File: config.mk
export PLATFORM = sky130hd
export DESIGN_NAME = mo_pixel_shifter
export DESIGN_NICKNAME = d
export VERILOG_FILES = /design/src/rtl/mo_pkg.sv /design/src/rtl/mo_word_buffer.sv /design/src/rtl/mo_pixel_shifter.sv
export SDC_FILE = /design/constraint.sdc
export NUM_CORES = 1
export LEC_CHECK = 0
export ABC_CLOCK_PERIOD_IN_PS = 8500
export CAP_MARGIN = 20
export CORE_AREA = 2 2 65 67
export CTS_CLUSTER_DIAMETER = 30
export DETAILED_ROUTE_END_ITERATION = 16
export DIE_AREA = 0 0 67 69
export PLACE_DENSITY = 0.86
export SYNTH_ARGS = -nofsm -noshare
export SYNTH_HDL_FRONTEND = slang
export SYNTH_HIERARCHICAL = 1
export SYNTH_SLANG_ARGS = --single-unit
File: constraint.sdc
create_clock -name clk -period 8.5 [get_ports clk]
set_clock_uncertainty 0.05 [all_clocks]
set_input_delay 1.7 -clock clk [delete_from_list [all_inputs] [get_ports clk]]
set_output_delay 1.7 -clock clk [all_outputs]
set_load 0.05 [all_outputs]
File: src/rtl/mo_pkg.sv
// Shared constants and helpers for the motion-object picture path.
// The ROM fetch block and the pixel shifter both import this package.
package mo_pkg;

    localparam int MO_BPP = 3;
    localparam int MO_PPW = 4;

    // All-ones pixel of the given depth, used as the transparent colour.
    function automatic logic [31:0] transp_default(input int bpp);
        return (32'd1 << bpp) - 32'd1;
    endfunction

    // Bit position of pixel 'pixel' of plane 'plane' inside a packed picture word.
    function automatic int plane_bit(input int plane, input int pixel, input int ppw);
        return plane * ppw + pixel;
    endfunction

endpackage

File: src/rtl/mo_word_buffer.sv
// One-entry holding register between the picture ROM fetch and the shifter.
// Unmatched words are stored as all-ones so they come out transparent.
module mo_word_buffer
    import mo_pkg::*;
#(
    parameter int BPP = MO_BPP,
    parameter int PPW = MO_PPW
) (
    input  logic                 clk,
    input  logic                 reset_n,
    input  logic                 flush,
    input  logic                 load_valid,
    input  logic [BPP*PPW-1:0]   load_data,
    input  logic                 load_match,
    input  logic                 load_flip,
    input  logic                 buf_pop,
    output logic                 load_ready,
    output logic                 buf_full,
    output logic [BPP*PPW-1:0]   buf_data,
    output logic                 buf_flip
);

    // A word may enter when the entry is free or is leaving this same clock.
    assign load_ready = ~flush & (~buf_full | buf_pop);

    // Entry register: flush empties it, a transfer fills it, a pop frees it.
    always_ff @(posedge clk or negedge reset_n) begin
        if (!reset_n) begin
            buf_full <= 1'b0;
            buf_data <= '0;
            buf_flip <= 1'b0;
        end else if (flush) begin
            buf_full <= 1'b0;
        end else if (load_valid && load_ready) begin
            buf_full <= 1'b1;
            buf_data <= load_match ? load_data : '1;
            buf_flip <= load_flip;
        end else if (buf_pop) begin
            buf_full <= 1'b0;
        end
    end

endmodule

File: src/rtl/mo_pixel_shifter.sv
// Motion-object pixel serialiser: turns bit-planar picture words into one
// pixel per pixel-clock enable, streaming back-to-back words without gaps.
module mo_pixel_shifter
    import mo_pkg::*;
#(
    parameter int             BPP    = MO_BPP,
    parameter int             PPW    = MO_PPW,
    parameter logic [BPP-1:0] TRANSP = BPP'(transp_default(BPP))
) (
    input  logic                 clk,
    input  logic                 reset_n,
    input  logic                 pix_ce,
    input  logic                 flush,
    input  logic                 load_valid,
    output logic                 load_ready,
    input  logic [BPP*PPW-1:0]   load_data,
    input  logic                 load_match,
    input  logic                 load_flip,
    output logic [BPP-1:0]       pix_out,
    output logic                 pix_valid,
    output logic                 underrun
);

    localparam int CW = $clog2(PPW + 1);
    localparam int WW = BPP * PPW;

    logic [CW-1:0]  count;
    logic [WW-1:0]  shift_word;
    logic           shift_flip;
    logic           armed;
    logic           buf_full;
    logic           buf_flip;
    logic [WW-1:0]  buf_data;
    logic           buf_pop;
    logic           accept;
    int             head_idx;
    logic [BPP-1:0] head_pix;
    logic [BPP-1:0] first_pix;

    // Gather one bit from every plane to form pixel 'idx' of a word.
    function automatic logic [BPP-1:0] pick_pixel(input logic [WW-1:0] w, input int idx);
        logic [BPP-1:0] p;
        logic [WW-1:0]  sh;
        p = '0;
        for (int b = 0; b < BPP; b++) begin
            sh   = w >> plane_bit(b, idx, PPW);
            p[b] = sh[0];
        end
        return p;
    endfunction

    mo_word_buffer #(
        .BPP (BPP),
        .PPW (PPW)
    ) u_buffer (
        .clk        (clk),
        .reset_n    (reset_n),
        .flush      (flush),
        .load_valid (load_valid),
        .load_data  (load_data),
        .load_match (load_match),
        .load_flip  (load_flip),
        .buf_pop    (buf_pop),
        .load_ready (load_ready),
        .buf_full   (buf_full),
        .buf_data   (buf_data),
        .buf_flip   (buf_flip)
    );

    assign accept  = load_valid & load_ready;
    assign buf_pop = pix_ce & ~flush & (count == '0) & buf_full;

    // Select the next pixel from the shifter and the first pixel of the buffered word.
    always_comb begin
        head_idx = 0;
        if (count != '0) begin
            head_idx = shift_flip ? (PPW - int'(count)) : (int'(count) - 1);
        end
        head_pix  = pick_pixel(shift_word, head_idx);
        first_pix = pick_pixel(buf_data, buf_flip ? 0 : PPW - 1);
    end

    // Underrun reporting is only armed once a word has arrived since reset or flush.
    always_ff @(posedge clk or negedge reset_n) begin
        if (!reset_n) begin
            armed <= 1'b0;
        end else if (flush) begin
            armed <= 1'b0;
        end else if (accept) begin
            armed <= 1'b1;
        end
    end

    // Shift out one pixel per enable, reloading from the buffer with no bubble.
    always_ff @(posedge clk or negedge reset_n) begin
        if (!reset_n) begin
            count      <= '0;
            shift_word <= '0;
            shift_flip <= 1'b0;
            pix_out    <= TRANSP;
            pix_valid  <= 1'b0;
            underrun   <= 1'b0;
        end else if (flush) begin
            count      <= '0;
            pix_out    <= TRANSP;
            pix_valid  <= 1'b0;
            underrun   <= 1'b0;
        end else begin
            underrun <= 1'b0;
            if (pix_ce) begin
                if (count != '0) begin
                    pix_out   <= head_pix;
                    pix_valid <= 1'b1;
                    count     <= count - CW'(1);
                end else if (buf_full) begin
                    shift_word <= buf_data;
                    shift_flip <= buf_flip;
                    pix_out    <= first_pix;
                    pix_valid  <= 1'b1;
                    count      <= CW'(PPW - 1);
                end else begin
                    pix_out   <= TRANSP;
                    pix_valid <= 1'b0;
                    underrun  <= armed;
                end
            end
        end
    end

endmodule

==> results of run 1 <==
-- critical path, cell delays in order --
cell and delay (ps):
clkdlybuf4s50_1 630, nor2b_1 390, nand3_1 550, inv_1 280, nor2b_4 80, nor2_1 120
clkdlybuf4s50_1 830
-- routing by layer --
metal  part of all wire  global-route usage  up-vias
met4              0.020             0.06576        0
met3              0.043             0.04568        8
met1               0.45              0.2529      689
met5                  0                   0        -
li1                   -                   -      707
met2               0.49              0.2871       30
-- sequential cells by signal, summed over array words and instances (netlist names) --
signal             cells
shift_flip             1
u_buffer/buf_data     12
pix_out                3
pix_valid              1
armed                  1
shift_word            12
u_buffer/buf_flip      1
count                  3
u_buffer/buf_full      1
underrun               1
-- kinds of logic (layout without fill, tap and decap cells) --
group	count (synthesis)	after routing	synth area share
AND/OR/NAND/NOR	67	67	0.1987
flip-flops	36	36	0.4406
multiplexers	33	33	0.1968
AO/OA/AOI/OAI	27	27	0.08897
buffers and inverters	17	36	0.04021
adder cells (fa/ha/maj)	5	5	0.03047
XOR/XNOR	1	1	0.004266
-- layout by cell type, fill, tap and decap left out, types with 4 or more instances in the layout --
master / count
clkbuf_8: 7
nor2_1: 9
inv_1: 4
mux2i_1: 4
clkdlybuf4s50_1: 24
ha_1: 5
nand2b_1: 20
a31oi_1: 4
nor2b_1: 5
nor3_1: 4
dfrtp_1: 33
mux2_2: 26
a21oi_1: 7
nand2_1: 10
-- per-stage QoR --
step / worst slack [ps] / hold WS (ps) / util / cells / total power, W
global placement: 2275 / 440.6 / 0.5866 / 248 / 0.0004978
floorplan: 3336 / 405.2 / - / 186 / 0.0004524
detailed placement: 2135 / 439.7 / 0.5866 / 248 / 0.0005095
finish: 2182 / 454.1 / 0.6113 / 255 / 0.0006352
global route: 1949 / 476.5 / 0.6113 / 255 / 0.0006823
CTS: 2136 / 459.0 / 0.6113 / 255 / 0.0006396
-- layout make-up --
cell class                      instances  area, um^2
Fill cell                             331        1521
Multi-Input combinational cell        133        1066
Sequential cell                        36       904.6
Timing Repair Buffer                   25       247.7
Clock buffer                            7       96.34
Tap cell                               50       62.56
Inverter                                4       15.01
-- report_power, final --
part / total (W) / switching (W) / internal [W] / leakage, nW
sequential: 0.000273 / 0.0000510 / 0.000222 / 0.408
combinational: 0.000233 / 0.000110 / 0.000123 / 0.477
clock: 0.000129 / 0.0000565 / 0.0000721 / 0.0503
total: 0.000635 / 0.000218 / 0.000418 / 0.935
-- worst max path at each step --
| stage | cells past startpoint | endpoint |
|---|---|---|
| 2_1_floorplan | 7 | load_ready |
| 4_1_cts | 7 | load_ready |
| 6_report | 7 | load_ready |
| 3_5_place_dp | 7 | load_ready |
| 5_1_grt | 7 | load_ready |
| 3_3_place_gp | 7 | load_ready |
==> flow_metrics.tcl, run 1 <==
set metrics [dict create \
    max_slew_margin 0.5050 \
    setup_viol 0 \
    diodes 0 \
    slew_violations 0 \
    die_area_um2 4623 \
    end_kind "primary output" \
    r2r_slack_ps 4780 \
    grt_pass1_wl_um 6637 \
    clkTransAtPathRegs_ps 60 \
    synth.most_common_cell "dfrtp_1" \
    cp_data_required_time_ps 6750 \
    crit_fanout 14 \
    synth_edf_count 0 \
    hold_depth 1 \
    clockBufferDepth 2 \
    synth_area_per_cell_um2 11.04 \
    routabilityCongestion 0.8301 \
    drt_iter0_drc 53 \
    wire_per_inst_um 14.43 \
    grt_setup_unrepaired "no" \
    synthFlopType "dfrtp_1" \
    final.period_utilization 0.7433 \
    numCtsBuffers 5 \
    fp.dieW_um 67 \
    grt_max_degree 37 \
    layout-drive-gt1-share 0.2049 \
    layout.nets 229 \
    synth_top_area_frac 0.4022 \
    peakVddDrop_v 0.0001434 \
    synthesis.nets 210 \
    synth-seq-cells 36 \
    hpwlAfterDp_um 2694 \
    yosys.area.top_type "dfrtp_1" \
    syn2layout_area_growth_pct 16.51 \
    design_area_um2 2392 \
    drc 0 \
    grt_antenna_before_repair 0 \
    syn-cell-area_um2 2053 \
    clock_latency_ps 280 \
    fmax_ghz 0.1583 \
    fp.dieH_um 69 \
    core_area_um2 3914 \
    overflow 0 \
    p_leak_nw 0.9352 \
    hp-class "reg -> reg" \
    viasPerCell 5.624 \
    synth_common_cells "33 x dfrtp_1, 26 x mux2_2, 20 x nand2b_1" \
    status "completed" \
    tightestPinTransition_ps 742.5 \
    hold_buffers 0 \
    synth_cell_types 43 \
    start_util 0.5246 \
    synth_async_sr_flop_share 1.000 \
    yosys_warnings 6 \
    vias 1434 \
    min_to "shift_word[5]$_DFFE_PN0P_" \
    crit_arrival_ps 4570 \
    hold_viol 0 \
    antenna_left 0 \
    cts_tree "yes" \
    worst_setup_path_start_kind "primary input" \
    rows 23 \
    grt_usage 0.1862 \
    ys_seq_area_frac 0.4406 \
    cts-htree-levels 2 \
    synth.top_cells.by_area "dfrtp_1 40%, mux2_2 14%, nand2b_1 6.1%" \
    portBuffers 24 \
    grt_pass1_vias 1399 \
    first_pass_iters 4 \
    worstHoldStart "u_buffer/buf_data[5]$_DFFE_PN0P_" \
    regToRegStartpoint "count[0]$_DFFE_PN0P_" \
    startpoint "flush" \
    fin_crit_ps 6318 \
    boundaryPins 25 \
    maxCapViolations 0 \
    worstReg2RegEnd "u_buffer/buf_data[11]$_DFFE_PN0P_" \
    postCtsSetupRepairBufs 0 \
    synthCells 186 \
    drt_wl_total_um 3680 \
    dpl_cell_area_um2 2296 \
    finalSetupTns_ps 0 \
    clock_sinks 36 \
    path_class "in -> out" \
    powerDensity_nw_per_um2 265.5 \
    cts.repair.resized 0 \
    root_buffer "clkbuf_8" \
    worst_r2r_path_depth 8 \
]
No activity file was read; power rests on OpenSTA's default activity.
==> inputs of run 2 (changes only) <==
--- a/config.mk
+++ b/config.mk
@@ -5,13 +5,13 @@
 export SDC_FILE = /design/constraint.sdc
 export NUM_CORES = 1
 export LEC_CHECK = 0
-export ABC_CLOCK_PERIOD_IN_PS = 8500
+export ABC_CLOCK_PERIOD_IN_PS = 5500
 export CAP_MARGIN = 20
-export CORE_AREA = 2 2 65 67
+export CORE_AREA = 2 2 68 70
 export CTS_CLUSTER_DIAMETER = 30
 export DETAILED_ROUTE_END_ITERATION = 16
-export DIE_AREA = 0 0 67 69
-export PLACE_DENSITY = 0.86
+export DIE_AREA = 0 0 70 72
+export PLACE_DENSITY = 0.83
 export SYNTH_ARGS = -nofsm -noshare
 export SYNTH_HDL_FRONTEND = slang
 export SYNTH_HIERARCHICAL = 1
==> constraint.sdc (replaced) <==
create_clock -name clk -period 5.5 [get_ports clk]
set_clock_uncertainty 0.05 [all_clocks]
set_input_delay 1.1 -clock clk [delete_from_list [all_inputs] [get_ports clk]]
set_output_delay 1.1 -clock clk [all_outputs]
set_load 0.05 [all_outputs]
==> flow_metrics.tcl, run 2 (synthesis results as in run 1) <==
set metrics [dict create \
    postCtsSetupRepairBufs 0 \
    crit_fanout 14 \
    fin_crit_ps 4650 \
    final.period_utilization 0.8455 \
    die_area_um2 5040 \
    syn2layout_area_growth_pct 17.73 \
    max_slew_margin 0.5488 \
    vias 1441 \
    worst_setup_path_start_kind "primary input" \
    pwr-share-clk 0.203 \
    fmax_ghz 0.2150 \
    p_sw_w 0.0003387 \
    viasPerCell 5.542 \
    worst_r2r_path_depth 8 \
    drt_iter0_drc 123 \
    crit_arrival_ps 3500 \
    powerDensity_nw_per_um2 408.1 \
    boundaryPins 25 \
    grt_setup_unrepaired "no" \
    overflow 0 \
    path_class "in -> out" \
    numCtsBuffers 5 \
    clkTransAtPathRegs_ps 60 \
    wire_per_inst_um 14.31 \
    clock_sinks 36 \
    routabilityCongestion 0.8309 \
    design_area_um2 2417 \
    grt_antenna_before_repair 0 \
    cts.repair.resized 0 \
    reg_top3 "shift_word: 12 flops, u_buffer/buf_data: 12 flops" \
    peakVddDrop_v 0.0002105 \
    sw_frac_of_total 0.3433 \
    cp_data_required_time_ps 4350 \
    fill_cells 384 \
    cts_tree "yes" \
    fp.dieH_um 72 \
    finalSetupTns_ps 0 \
    hold_buffers 0 \
    fp.dieW_um 70 \
    clock_latency_ps 280 \
    clockBufferDepth 2 \
    portBuffers 24 \
    hold_viol 0 \
    setup_viol 0 \
    diodes 0 \
    power_frac_seq 0.429 \
    final_common_cell "dfrtp_1" \
    maxCapViolations 0 \
    tightestPinTransition_ps 676.0 \
    cts-htree-levels 2 \
    p_leak_nw 0.9489 \
    rows 24 \
    layout.nets 232 \
    grt_usage 0.1702 \
    start_util 0.4815 \
    timing.final.ws_setup_ps 849.8 \
    grt_pass1_vias 1460 \
    hp-class "reg -> reg" \
    first_pass_iters 4 \
    dpl_cell_area_um2 2321 \
    grt_max_degree 37 \
    core_area_um2 4264 \
    root_buffer "clkbuf_8" \
    end_kind "primary output" \
    hpwlAfterDp_um 2719 \
    power.internal_w 0.0006478 \
    antenna_left 0 \
    pwr-share-comb 0.368 \
    drt_wl_total_um 3720 \
    slew_violations 0 \
    power_w 0.0009865 \
    layout_common_cells "33 x dfrtp_1, 26 x mux2_2, 24 x clkdlybuf4s50_1, 20 x nand2b_1, 10 x nand2_1" \
    grt_pass1_wl_um 6810 \
    hold_depth 1 \
    status "completed" \
    pre_cts_slack_ps 868.5 \
    drc 0 \
    layout-drive-gt1-share 0.2163 \
]
run 2: power groups by stage:
stage | clock network [W] | logic, W | registers, W
2_1_floorplan | 0 | 0.000291 | 0.000408
3_3_place_gp | 0 | 0.000353 | 0.000420
3_5_place_dp | 0 | 0.000363 | 0.000427
4_1_cts | 0.000208 | 0.000366 | 0.000422
5_1_grt | 0.000223 | 0.000403 | 0.000438
6_report | 0.000200 | 0.000363 | 0.000423
run 2: stage by stage:
stage / hold slack, ps / instances / util
6_report: 456.5 / 260 / 0.5669
5_1_grt: 477.0 / 260 / 0.5669
4_1_cts: 462.0 / 260 / 0.5669
3_5_place_dp: 446.9 / 253 / 0.5443
3_3_place_gp: 439.2 / 253 / 0.5443
2_1_floorplan: 405.2 / 186 / -
run 2: area by class of cell:
cell class                      instances  area (um^2)  area share
Sequential cell                        36        904.6      0.3742
Tap cell                               52        65.06     0.02692
Clock buffer                            7        96.34     0.03986
Timing Repair Buffer                   28        270.3      0.1118
Inverter                                4        15.01    0.006211
Multi-Input combinational cell        133         1066      0.4410
run 2: critical path, stage by stage:
cell	delay, ps
clkdlybuf4s50_1	630
nor2b_1	330
nand3_1	120
buf_4	210
inv_1	110
nor2b_4	60
nor2_1	120
clkdlybuf4s50_1	820
run 2: routing by layer:
layer	GRT usage	part of all wire	vias up
li1	-	-	713
met1	0.2260	0.48	700
met2	0.2762	0.48	24
met3	0.04583	0.028	4
met4	0.05128	0.0097	0
met5	0	0	-
run 2: final timing paths:
kind | endpoint | from | slack (ps)
min in group asynchronous | u_buffer/buf_flip$_DFFE_PN0P_ | reset_n | 1170
hold / removal | u_buffer/buf_data[10]$_DFFE_PN0P_ | u_buffer/buf_data[10]$_DFFE_PN0P_ | 460
setup reg to reg | pix_out[2]$_DFFE_PN1P_ | count[0]$_DFFE_PN0P_ | 2360
hold reg to reg | u_buffer/buf_data[10]$_DFFE_PN0P_ | u_buffer/buf_data[10]$_DFFE_PN0P_ | 460
max in group asynchronous | pix_out[1]$_DFFE_PN1P_ | reset_n | 3880
setup / recovery | load_ready | pix_ce | 850
==> inputs of run 3 (changes only) <==
--- a/config.mk
+++ b/config.mk
@@ -5,7 +5,7 @@
 export SDC_FILE = /design/constraint.sdc
 export NUM_CORES = 1
 export LEC_CHECK = 0
-export ABC_CLOCK_PERIOD_IN_PS = 5500
+export ABC_CLOCK_PERIOD_IN_PS = 3800
 export CAP_MARGIN = 20
 export CORE_AREA = 2 2 68 70
 export CTS_CLUSTER_DIAMETER = 30
==> constraint.sdc (replaced) <==
create_clock -name clk -period 3.8 [get_ports clk]
set_clock_uncertainty 0.05 [all_clocks]
set_input_delay 0.76 -clock clk [delete_from_list [all_inputs] [get_ports clk]]
set_output_delay 0.76 -clock clk [all_outputs]
set_load 0.05 [all_outputs]
==> flow_metrics.tcl, run 3 (synthesis results as in run 1) <==
set metrics [dict create \
    hp-class "reg -> reg" \
    power_frac_seq 0.401 \
    hold_viol 0 \
    start_util 0.4815 \
    diodes 0 \
    fmax_ghz 0.3045 \
    endpoint "load_ready" \
    layout.nets 233 \
    slew_violations 0 \
    cts_tree "yes" \
    sw_frac_of_total 0.3320 \
    hold_buffers 0 \
    design_area_um2 2465 \
    r2r_slack_ps 1100 \
    worst_r2r_path_depth 8 \
    final.period_utilization 0.8643 \
    routabilityCongestion 0.8135 \
    power_w 0.001515 \
    syn2layout_area_growth_pct 20.05 \
    grt_pass1_wl_um 7017 \
    vias 1480 \
    finalSetupTns_ps 0 \
    startpoint "pix_ce" \
    crit_family "buffers and inverters" \
    boundaryPins 25 \
    dpl_cell_area_um2 2338 \
    postCtsSetupRepairBufs 0 \
    peakVddDrop_v 0.0002947 \
    crit_fanout 9 \
    antenna_left 0 \
    crit_slowest_cell "clkdlybuf4s50_1" \
    p_leak_nw 0.9735 \
    timing.hold.ws_ps 458.2 \
    clock_sinks 36 \
    fill_cells 368 \
    clkTransAtPathRegs_ps 70 \
    drc 0 \
    layout_common_cells "33 x dfrtp_1, 26 x mux2_2, 23 x clkdlybuf4s50_1, 20 x nand2b_1, 10 x nand2_1" \
    die_area_um2 5040 \
    final_common_cell "dfrtp_1" \
    regToRegStartpoint "count[1]$_DFFE_PN0P_" \
    clock_latency_ps 290 \
    grt_antenna_before_repair 0 \
    powerDensity_nw_per_um2 614.8 \
    drt_iter0_drc 106 \
    root_buffer "clkbuf_8" \
    hpwlAfterDp_um 2831 \
    clockBufferDepth 2 \
    power.internal_w 0.001012 \
    numCtsBuffers 5 \
    reg_top3 "shift_word: 12 flops, u_buffer/buf_data: 12 flops" \
    cp_num_buf_inv 3 \
    drt_wl_total_um 3910 \
    rows 24 \
    viasPerCell 5.649 \
    maxCapViolations 0 \
    core_area_um2 4264 \
    layout-drive-gt1-share 0.2286 \
    wire_per_inst_um 14.92 \
    path_class "in -> out" \
    fp.dieW_um 70 \
    cts.repair.resized 0 \
    grt_max_degree 37 \
    worst_setup_path_start_kind "primary input" \
    status "completed" \
    tightestPinTransition_ps 694.9 \
    grt_pass1_vias 1503 \
    worstReg2RegEnd "pix_out[2]$_DFFE_PN1P_" \
    crit_cells 7 \
    overflow 0 \
    p_sw_w 0.0005031 \
    grt_setup_unrepaired "no" \
    pwr-share-comb 0.356 \
    max_slew_margin 0.5362 \
    pwr-share-clk 0.243 \
    portBuffers 24 \
    grt_usage 0.1735 \
    crit_arrival_ps 2470 \
    max_stage_delay_ps 630 \
    cp_data_required_time_ps 2990 \
    setup_viol 0 \
    worstPathCellList "clkdlybuf4s50_1, nor2b_1, nand3_1, inv_1, nor2b_4, nor2_1, buf_12" \
    first_pass_iters 4 \
    end_kind "primary output" \
    fp.dieH_um 72 \
    cts-htree-levels 2 \
    fin_crit_ps 3284 \
]
run 3: worst min path at each step:
stage | startpoint | endpoint | slack (ps) | depth (start not counted)
floorplan | reset_n | armed$_DFFE_PN0P_ | 410 | 0
global placement | u_buffer/buf_data[2]$_DFFE_PN0P_ | u_buffer/buf_data[2]$_DFFE_PN0P_ | 440 | 1
detailed placement | u_buffer/buf_data[10]$_DFFE_PN0P_ | u_buffer/buf_data[10]$_DFFE_PN0P_ | 450 | 1
CTS | u_buffer/buf_data[10]$_DFFE_PN0P_ | u_buffer/buf_data[10]$_DFFE_PN0P_ | 460 | 1
global route | u_buffer/buf_data[9]$_DFFE_PN0P_ | shift_word[9]$_DFFE_PN0P_ | 490 | 1
finish | u_buffer/buf_data[10]$_DFFE_PN0P_ | u_buffer/buf_data[10]$_DFFE_PN0P_ | 460 | 1
run 3: layout make-up:
class | count | area [um^2] | share of cell area
Multi-Input combinational cell | 133 | 1066 | 0.4325
Sequential cell | 36 | 904.6 | 0.3670
Timing Repair Buffer | 29 | 287.8 | 0.1168
Clock buffer | 7 | 96.34 | 0.03909
Tap cell | 52 | 65.06 | 0.02640
Clock inverter | 1 | 30.03 | 0.01218
Inverter | 4 | 15.01 | 0.006091
run 3: through the flow:
| stage | std cells | utilization | worst slack, ps |
|---|---|---|---|
| finish | 262 | 0.5781 | 515.6 |
| global route | 262 | 0.5781 | 373.0 |
| CTS | 262 | 0.5781 | 513.0 |
| detailed placement | 254 | 0.5484 | 519.2 |
| global placement | 254 | 0.5484 | 585.5 |
| floorplan | 186 | - | 252.0 |
run 3: power by group through the flow:
stage | sequential [W] | clock (W) | combinational, W
finish | 0.000608 | 0.000368 | 0.000539
CTS | 0.000608 | 0.000374 | 0.000543
floorplan | 0.000590 | 0 | 0.000422
global route | 0.000623 | 0.000393 | 0.000597
detailed placement | 0.000614 | 0 | 0.000538
global placement | 0.000602 | 0 | 0.000520
run 3: metal layers:
metal	vias up	part of all wire	routed length (um)	track usage
met5	-	0	0	0
met4	0	0.0074	29	0.04060
met3	5	0.040	155	0.04583
met2	34	0.50	1942	0.3037
met1	724	0.46	1782	0.2169
li1	717	-	-	-
run 3: worst reg2reg max path, stage by stage (launching register included):
cell and delay [ps]:
dfrtp_1 360, inv_1 80, ha_1 610, nor2_1 100, mux4_2 460, or4b_1 490, mux2i_1 210, a32oi_1 80
a31oi_1 190
